### config.mk
export PLATFORM = sky130hd
export DESIGN_NAME = sa_writeback_cache
export DESIGN_NICKNAME = d
export VERILOG_FILES = /design/src/rtl/sa_writeback_cache_pkg.sv /design/src/rtl/sa_writeback_cache_tag_array.sv /design/src/rtl/sa_writeback_cache.sv
export SDC_FILE = /design/constraint.sdc
export NUM_CORES = 1
export LEC_CHECK = 0
export CAP_MARGIN = 0
export CORE_MARGIN = 2
export CORE_UTILIZATION = 42
export CTS_BUF_LIST = sky130_fd_sc_hd__clkbuf_16
export CTS_CLUSTER_SIZE = 14
export DETAILED_ROUTE_END_ITERATION = 6
export GPL_TIMING_DRIVEN = 0
export PLACE_DENSITY = 0.69
export REMOVE_ABC_BUFFERS = 1
export SLEW_MARGIN = 15
export SYNTH_ARGS = -nofsm -noshare
export SYNTH_HDL_FRONTEND = slang
export SYNTH_SLANG_ARGS = --single-unit
### constraint.sdc
create_clock -name clk -period 6.4 [get_ports clk]
set_input_delay 1.28 -clock clk [delete_from_list [all_inputs] [get_ports clk]]
set_output_delay 1.28 -clock clk [all_outputs]
set_load 0.1 [all_outputs]
### src/rtl/sa_writeback_cache_pkg.sv
// Shared definitions for the 2-way set-associative write-back cache.
//   state_t      : controller state encoding (also useful to checkers binding to the FSM)
//   tag_width()  : derives the tag width from the address and index widths
//   line_*()     : bit offsets of the fields of one cache line {valid, dirty, tag, data}
package sa_writeback_cache_pkg;

  localparam int NUM_WAYS = 2;

  typedef enum logic [2:0] {
    ST_IDLE    = 3'd0,
    ST_LOOKUP  = 3'd1,
    ST_WB      = 3'd2,
    ST_FILL    = 3'd3,
    ST_RESP    = 3'd4,
    ST_FL_SCAN = 3'd5,
    ST_FL_WB   = 3'd6,
    ST_FL_DONE = 3'd7
  } state_t;

  function automatic int tag_width(input int addr_w, input int set_bits);
    return addr_w - set_bits;
  endfunction

  // Line layout, LSB first: data, tag, dirty, valid.
  function automatic int line_tag_lsb(input int data_w);
    return data_w;
  endfunction

  function automatic int line_dirty_bit(input int data_w, input int tag_w);
    return data_w + tag_w;
  endfunction

  function automatic int line_valid_bit(input int data_w, input int tag_w);
    return data_w + tag_w + 1;
  endfunction

endpackage

### src/rtl/sa_writeback_cache_tag_array.sv
// cache_tag_array: storage for both ways of every set plus one LRU bit per set.
//   clk, rst             : clock, async active-high reset (clears valid, dirty and LRU)
//   rd_set               : read index; rd_* outputs show both ways of that set combinationally
//   rd_valid/dirty/tag/data, rd_lru : contents of set rd_set
//   wr_en, wr_set, wr_way, wr_valid, wr_dirty, wr_tag, wr_data : single line write port
//   lru_we, lru_set, lru_val : LRU bit write port
//   clr_all              : invalidate every line and zero every LRU bit (takes priority)
module cache_tag_array
  import sa_writeback_cache_pkg::*;
#(
  parameter int DATA_W   = 8,
  parameter int TAG_W    = 5,
  parameter int SET_BITS = 3
) (
  input  logic                           clk,
  input  logic                           rst,
  input  logic [SET_BITS-1:0]            rd_set,
  output logic [NUM_WAYS-1:0]            rd_valid,
  output logic [NUM_WAYS-1:0]            rd_dirty,
  output logic [NUM_WAYS-1:0][TAG_W-1:0] rd_tag,
  output logic [NUM_WAYS-1:0][DATA_W-1:0] rd_data,
  output logic                           rd_lru,
  input  logic                           wr_en,
  input  logic [SET_BITS-1:0]            wr_set,
  input  logic                           wr_way,
  input  logic                           wr_valid,
  input  logic                           wr_dirty,
  input  logic [TAG_W-1:0]               wr_tag,
  input  logic [DATA_W-1:0]              wr_data,
  input  logic                           lru_we,
  input  logic [SET_BITS-1:0]            lru_set,
  input  logic                           lru_val,
  input  logic                           clr_all
);

  localparam int SETS = 1 << SET_BITS;

  logic [NUM_WAYS-1:0] valid_q [SETS];
  logic [NUM_WAYS-1:0] dirty_q [SETS];
  logic [SETS-1:0]     lru_q;
  logic [TAG_W-1:0]    tag_q   [NUM_WAYS][SETS];
  logic [DATA_W-1:0]   data_q  [NUM_WAYS][SETS];

  // Control bits: reset and flush-clear apply here only.
  always_ff @(posedge clk or posedge rst) begin
    if (rst) begin
      for (int s = 0; s < SETS; s++) begin
        valid_q[s] <= '0;
        dirty_q[s] <= '0;
      end
      lru_q <= '0;
    end else if (clr_all) begin
      for (int s = 0; s < SETS; s++) begin
        valid_q[s] <= '0;
      end
      lru_q <= '0;
    end else begin
      if (wr_en) begin
        valid_q[wr_set][wr_way] <= wr_valid;
        dirty_q[wr_set][wr_way] <= wr_dirty;
      end
      if (lru_we) begin
        lru_q[lru_set] <= lru_val;
      end
    end
  end

  // Payload needs no reset: it is never used while its valid bit is clear.
  always_ff @(posedge clk) begin
    if (wr_en) begin
      tag_q[wr_way][wr_set]  <= wr_tag;
      data_q[wr_way][wr_set] <= wr_data;
    end
  end

  always_comb begin
    for (int w = 0; w < NUM_WAYS; w++) begin
      rd_valid[w] = valid_q[rd_set][w];
      rd_dirty[w] = dirty_q[rd_set][w];
      rd_tag[w]   = tag_q[w][rd_set];
      rd_data[w]  = data_q[w][rd_set];
    end
    rd_lru = lru_q[rd_set];
  end

endmodule

### src/rtl/sa_writeback_cache.sv
// sa_writeback_cache: 2-way set-associative write-back cache, one word per line.
//   cpu_req/cpu_we/cpu_addr/cpu_wdata : processor request, sampled only in IDLE
//   cpu_rdata/cpu_ready               : completion; cpu_ready is a one-cycle pulse
//   flush/flush_done                  : write back all dirty lines, then invalidate everything
//   mem_req/mem_we/mem_addr/mem_wdata/mem_rdata/mem_ack : RAM port
// Handshakes: a requester raises cpu_req (or flush) and holds it and its payload until it sees
// cpu_ready (flush_done); the cache samples it only in IDLE. Toward RAM the cache raises mem_req
// with a stable mem_we/mem_addr/mem_wdata and holds it until a cycle with mem_ack=1 completes the
// transfer; mem_req drops on the following cycle and mem_ack without mem_req is ignored.
module sa_writeback_cache
  import sa_writeback_cache_pkg::*;
#(
  parameter int DATA_W   = 8,
  parameter int ADDR_W   = 8,
  parameter int SET_BITS = 3
) (
  input  logic              clk,
  input  logic              rst,
  input  logic              cpu_req,
  input  logic              cpu_we,
  input  logic [ADDR_W-1:0] cpu_addr,
  input  logic [DATA_W-1:0] cpu_wdata,
  output logic [DATA_W-1:0] cpu_rdata,
  output logic              cpu_ready,
  input  logic              flush,
  output logic              flush_done,
  output logic              mem_req,
  output logic              mem_we,
  output logic [ADDR_W-1:0] mem_addr,
  output logic [DATA_W-1:0] mem_wdata,
  input  logic [DATA_W-1:0] mem_rdata,
  input  logic              mem_ack
);

  localparam int TAG_W = tag_width(ADDR_W, SET_BITS);
  localparam logic [SET_BITS:0] SCAN_ONE  = {{SET_BITS{1'b0}}, 1'b1};
  localparam logic [SET_BITS:0] SCAN_LAST = {(SET_BITS+1){1'b1}};

  state_t              state;
  logic [ADDR_W-1:0]   addr_q;
  logic                we_q;
  logic [DATA_W-1:0]   wdata_q;
  logic                way_q;
  // Flush cursor {set, way}: way in the LSB so both ways of a set are visited back to back.
  logic [SET_BITS:0]   scan_q;

  logic [TAG_W-1:0]    req_tag;
  logic [SET_BITS-1:0] req_set;
  logic [SET_BITS-1:0] scan_set;
  logic                scan_way;
  logic [SET_BITS-1:0] rd_set;

  logic [NUM_WAYS-1:0]             rd_valid;
  logic [NUM_WAYS-1:0]             rd_dirty;
  logic [NUM_WAYS-1:0][TAG_W-1:0]  rd_tag;
  logic [NUM_WAYS-1:0][DATA_W-1:0] rd_data;
  logic                            rd_lru;

  logic                wr_en, wr_way, wr_valid, wr_dirty;
  logic [SET_BITS-1:0] wr_set;
  logic [TAG_W-1:0]    wr_tag;
  logic [DATA_W-1:0]   wr_data;
  logic                lru_we, lru_val, clr_all;
  logic [SET_BITS-1:0] lru_set;

  logic hit0, hit1, hit, hit_way, victim, ack_ok;

  assign req_tag  = addr_q[ADDR_W-1:SET_BITS];
  assign req_set  = addr_q[SET_BITS-1:0];
  assign scan_set = scan_q[SET_BITS:1];
  assign scan_way = scan_q[0];
  assign rd_set   = (state == ST_FL_SCAN || state == ST_FL_WB) ? scan_set : req_set;

  assign hit0    = rd_valid[0] && (rd_tag[0] == req_tag);
  assign hit1    = rd_valid[1] && (rd_tag[1] == req_tag);
  assign hit     = hit0 || hit1;
  assign hit_way = !hit0;
  // Fill an empty way before evicting anything; otherwise evict the way LRU points at.
  assign victim  = !rd_valid[0] ? 1'b0 : (!rd_valid[1] ? 1'b1 : rd_lru);
  assign ack_ok  = mem_req && mem_ack;

  cache_tag_array #(
    .DATA_W   (DATA_W),
    .TAG_W    (TAG_W),
    .SET_BITS (SET_BITS)
  ) u_tags (
    .clk      (clk),
    .rst      (rst),
    .rd_set   (rd_set),
    .rd_valid (rd_valid),
    .rd_dirty (rd_dirty),
    .rd_tag   (rd_tag),
    .rd_data  (rd_data),
    .rd_lru   (rd_lru),
    .wr_en    (wr_en),
    .wr_set   (wr_set),
    .wr_way   (wr_way),
    .wr_valid (wr_valid),
    .wr_dirty (wr_dirty),
    .wr_tag   (wr_tag),
    .wr_data  (wr_data),
    .lru_we   (lru_we),
    .lru_set  (lru_set),
    .lru_val  (lru_val),
    .clr_all  (clr_all)
  );

  // Tag-array update strobes, decoded from the current state and RAM completion.
  always_comb begin
    wr_en    = 1'b0;
    wr_set   = req_set;
    wr_way   = way_q;
    wr_valid = 1'b1;
    wr_dirty = 1'b0;
    wr_tag   = req_tag;
    wr_data  = wdata_q;
    lru_we   = 1'b0;
    lru_set  = req_set;
    lru_val  = 1'b0;
    clr_all  = 1'b0;
    case (state)
      ST_LOOKUP: begin
        if (hit) begin
          lru_we  = 1'b1;
          lru_val = !hit_way;
          if (we_q) begin
            wr_en    = 1'b1;
            wr_way   = hit_way;
            wr_dirty = 1'b1;
          end
        end
      end
      ST_FILL: begin
        if (ack_ok) begin
          wr_en    = 1'b1;
          wr_dirty = we_q;
          wr_data  = we_q ? wdata_q : mem_rdata;
          lru_we   = 1'b1;
          lru_val  = !way_q;
        end
      end
      ST_FL_WB: begin
        // Written back: rewrite the same line with dirty cleared.
        if (ack_ok) begin
          wr_en   = 1'b1;
          wr_set  = scan_set;
          wr_way  = scan_way;
          wr_tag  = rd_tag[scan_way];
          wr_data = rd_data[scan_way];
        end
      end
      ST_FL_DONE: clr_all = 1'b1;
      default: ;
    endcase
  end

  always_ff @(posedge clk or posedge rst) begin
    if (rst) begin
      state      <= ST_IDLE;
      addr_q     <= '0;
      we_q       <= 1'b0;
      wdata_q    <= '0;
      way_q      <= 1'b0;
      scan_q     <= '0;
      cpu_rdata  <= '0;
      cpu_ready  <= 1'b0;
      flush_done <= 1'b0;
      mem_req    <= 1'b0;
      mem_we     <= 1'b0;
      mem_addr   <= '0;
      mem_wdata  <= '0;
    end else begin
      cpu_ready  <= 1'b0;
      flush_done <= 1'b0;
      case (state)
        ST_IDLE: begin
          if (flush) begin
            scan_q <= '0;
            state  <= ST_FL_SCAN;
          end else if (cpu_req) begin
            addr_q  <= cpu_addr;
            we_q    <= cpu_we;
            wdata_q <= cpu_wdata;
            state   <= ST_LOOKUP;
          end
        end
        ST_LOOKUP: begin
          if (hit) begin
            cpu_rdata <= we_q ? wdata_q : rd_data[hit_way];
            cpu_ready <= 1'b1;
            state     <= ST_RESP;
          end else begin
            way_q   <= victim;
            mem_req <= 1'b1;
            if (rd_valid[victim] && rd_dirty[victim]) begin
              mem_we    <= 1'b1;
              mem_addr  <= {rd_tag[victim], req_set};
              mem_wdata <= rd_data[victim];
              state     <= ST_WB;
            end else begin
              mem_we   <= 1'b0;
              mem_addr <= addr_q;
              state    <= ST_FILL;
            end
          end
        end
        ST_WB: begin
          if (ack_ok) begin
            mem_req <= 1'b0;
            mem_we  <= 1'b0;
            state   <= ST_FILL;
          end
        end
        ST_FILL: begin
          // Arriving from WB, mem_req is low for one cycle before the fill is issued.
          if (!mem_req) begin
            mem_req  <= 1'b1;
            mem_we   <= 1'b0;
            mem_addr <= addr_q;
          end else if (mem_ack) begin
            mem_req   <= 1'b0;
            cpu_rdata <= we_q ? wdata_q : mem_rdata;
            cpu_ready <= 1'b1;
            state     <= ST_RESP;
          end
        end
        ST_RESP: state <= ST_IDLE;
        ST_FL_SCAN: begin
          if (rd_valid[scan_way] && rd_dirty[scan_way]) begin
            mem_req   <= 1'b1;
            mem_we    <= 1'b1;
            mem_addr  <= {rd_tag[scan_way], scan_set};
            mem_wdata <= rd_data[scan_way];
            state     <= ST_FL_WB;
          end else if (scan_q == SCAN_LAST) begin
            flush_done <= 1'b1;
            state      <= ST_FL_DONE;
          end else begin
            scan_q <= scan_q + SCAN_ONE;
          end
        end
        ST_FL_WB: begin
          if (ack_ok) begin
            mem_req <= 1'b0;
            mem_we  <= 1'b0;
            if (scan_q == SCAN_LAST) begin
              flush_done <= 1'b1;
              state      <= ST_FL_DONE;
            end else begin
              scan_q <= scan_q + SCAN_ONE;
              state  <= ST_FL_SCAN;
            end
          end
        end
        ST_FL_DONE: state <= ST_IDLE;
        default: state <= ST_IDLE;
      endcase
    end
  end

endmodule

==> flow_summary.toml <==
[global_routing]
grtUsageMet3_pct = 3.818
grt_max_degree = 54
grt_overflow = 0
use_met2_pct = 34.13
grt_pass1_vias = 9438
grtUsageTotal_pct = 22.08
grt_pass1_wl_um = 59110
grt.met1_usage_pct = 31.51
antenna_found_initial = 0
top_usage_layer = "met2"

[place]
port_buffers = 57
detailedPlace.worstSlack_ns = -0.5585
gp_congestion = 0.8760
dp_hpwl_um = 24890

[setup_path]
required_ns = 6.86
critPathKind = "reg2reg"
start_kind = "register"
crit_arrival_ns = 6.58
reg2regPathDepth = 11
rr_startpoint = "state[2]"
endpoint_kind = "register"
startpoint = "state[2]"
critical-path-max-stage-delay_ns = 0.86
critPathMaxFanout = 33
cp_cell_sequence = "inv_1 -> nor2_2 -> o21ai_0 -> nand3_1 -> nand4_1 -> nor4_2 -> a311oi_1 -> a211o_2 -> nor3b_4 -> buf_8 -> mux2_2"
cp_slowest_cell = "dfrtp_2"

[detailed_routing]
wl_per_cell_um = 25.57
drtPass1Iterations = 6
drc_errors = 0
drt_iter0_drc = 1267
num_vias = 9524
drtAntennaViolNets = 0
drt-total-wl_um = 39120
via_per_inst = 6.225

[layout]
final_common_cell = "edfxtp_1"
final_layout_size_suffix_gt1_share_pct = 21.53
layout_common_cells = "edfxtp_1 (208), dfrtp_1 (88), nand3_1 (61)"
final_nets = 1090
fin_util_pct = 50.01
n_antenna_cell = 0
area_growth_pct = 17.22

[logic_synthesis]
synth_edf_count = 208
synth-main-ff-cell = "edfxtp_1"
synth.avg_cell_area_um2 = 14.25
synth_top_cell_area_share_pct = 43.66
yosysTopAreaCell = "edfxtp_1"
seq_area_frac_synth_pct = 59.93
synth_area_um2 = 14300
netlist_instances = 1004
netlist_top_cells_area = "edfxtp_1 (44%), dfrtp_1 (16%), mux4_2 (8.8%), mux2_2 (3.9%), mux2i_1 (2.9%)"
yosysWarnings = 0
async_flop_share_pct = 30.90
synth.ff_latch_count = 301
yosys.cell_types.count = 82

[sta]
tightest_slew_ns = 1.239
maxSlewViolCount = 0
grt_setup_unrepaired = "no"
setup_viol = 0
hold_viol_final = 0
final.min_clock_period_ns = 6.117
final.period_utilization_pct = 95.57
max_freq_mhz = 163.5
skew_ns = 0.02896
max-slew-margin-rel_pct = 17.37
setup_slack_ns = 0.2835

[clock_tree]
root_buffer = "clkbuf_16"
clock-sinks = 301
clkLatencyLatePin_ns = 0.58
cts_buffer_depth = 3
cts_max_level = 1
cts_tree = "yes"
cts.reportedPaths.clkPinSlew_ns = 0.07
numCtsBuffers = 30
ctsHoldBuffers = 0

[min_path]
hp-class = "reg2reg"
min_from = "u_tags.valid_q[5]"
hold_path_depth = 1

[die]
pin_count = 58
die_area_um2 = 35550
start_util_pct = 42.66
die_w_um = 188.6
rows = 67
core_um2 = 33530
die_h_um = 188.6

[flow_run]
cap_violations = 0

[power]
ir_drop_mv = 0.3170
p_leak_nw = 6.112
p_per_area_nw_per_um2 = 527.4

[status]
status = "completed"
==> timing repair <==
item / CTS / global route
setup buffers: 3 / 0
hold endpoints to repair: 0 / 0
gates resized for setup: 2 / 0
setup endpoints to repair: 161 / 0
==> routing by layer <==
| metal | wire length [µm] | vias to the layer above |
|---|---|---|
| met5 | 0 | - |
| met4 | 1353 | 0 |
| met3 | 4016 | 86 |
| met2 | 17820 | 566 |
| met1 | 15930 | 4821 |
| li1 | - | 4051 |
==> report_power, final <==
part           internal [mW]  leakage, nW  switching, mW  total (mW)
combinational           1.51         2.52           2.67        4.18
clock                  0.931        0.493          0.742        1.67
sequential              2.59         3.10          0.403        2.99
==> through the flow <==
stage	setup TNS, ns	cells	total power, mW	cell area (µm²)	hold slack, ns
3_5_place_dp	-25.19	1472	7.120	15790	0.4737
2_1_floorplan	-351.27	940	5.771	13970	0.4512
3_3_place_gp	-2071.10	1445	6.873	15100	0.4631
6_report	0	1530	8.844	16770	0.4913
4_1_cts	0	1530	8.811	16760	0.4881
5_1_grt	0	1530	9.242	16770	0.4982
==> final timing paths <==
path                                endpoint  slack [ns]
max                        u_tags.dirty_q[1]        0.28
min                        u_tags.valid_q[5]        0.49
max reg2reg                u_tags.dirty_q[1]        0.28
min reg2reg                u_tags.valid_q[5]        0.49
max in group asynchronous          addr_q[6]        4.64
min in group asynchronous         flush_done        1.11
==> sequential cells by signal, indices dropped and copies added (netlist names), 3 cells and up <==
| signal | count |
|---|---|
| u_tags.data_q | 128 |
| u_tags.tag_q | 80 |
| u_tags.dirty_q | 16 |
| u_tags.valid_q | 16 |
| addr_q | 8 |
| cpu_rdata | 8 |
| mem_addr | 8 |
| mem_wdata | 8 |
| u_tags.lru_q | 8 |
| wdata_q | 8 |
| scan_q | 4 |
| state | 3 |
==> synthesized netlist by cell type, types with 15 or more instances <==
| cell type | count |
|---|---|
| nor2_1 | 45 |
| nand2_1 | 36 |
| nand3_1 | 61 |
| nor3_1 | 18 |
| edfxtp_1 | 208 |
| buf_2 | 15 |
| o21ai_0 | 56 |
| a21oi_1 | 39 |
| mux4_2 | 56 |
| o21a_1 | 16 |
| clkbuf_1 | 29 |
| inv_1 | 32 |
| dfrtp_1 | 93 |
| mux2_2 | 49 |
| mux2i_1 | 41 |
==> area by class of cell <==
type                    instances  area (µm²)
clock buffers                  30       750.7
clock inverters                25       182.7
fillers                      2789       16760
inverters                      34       132.6
multi-input cells             605        5416
flip-flops and latches        301        8579
well taps                     448       560.5
repair buffers                 87        1146
==> worst max-delay path, delay by kind of cell, from the launching register on <==
kind / cells / cell delay (ns)
AOI/OAI and AO/OA: 3 / 1.36
buffers and inverters: 2 / 0.74
DFF: 1 / 0.86
and+or+nand+nor: 5 / 2.67
muxes: 1 / 0.34
==> kinds of logic (layout without fill, tap and decap cells) <==
family,Yosys count,after routing,synth area share (%)
AO/OA/AOI/OAI,202,202,9.447
XOR/XNOR,19,19,1.399
adder cells (fa/ha/maj),1,1,0.08745
buffers and inverters,98,176,3.210
flip-flops,301,301,59.93
multiplexers,160,160,17.54
AND/OR/NAND/NOR,223,223,8.388
No activity file was read; power rests on OpenSTA's default activity.
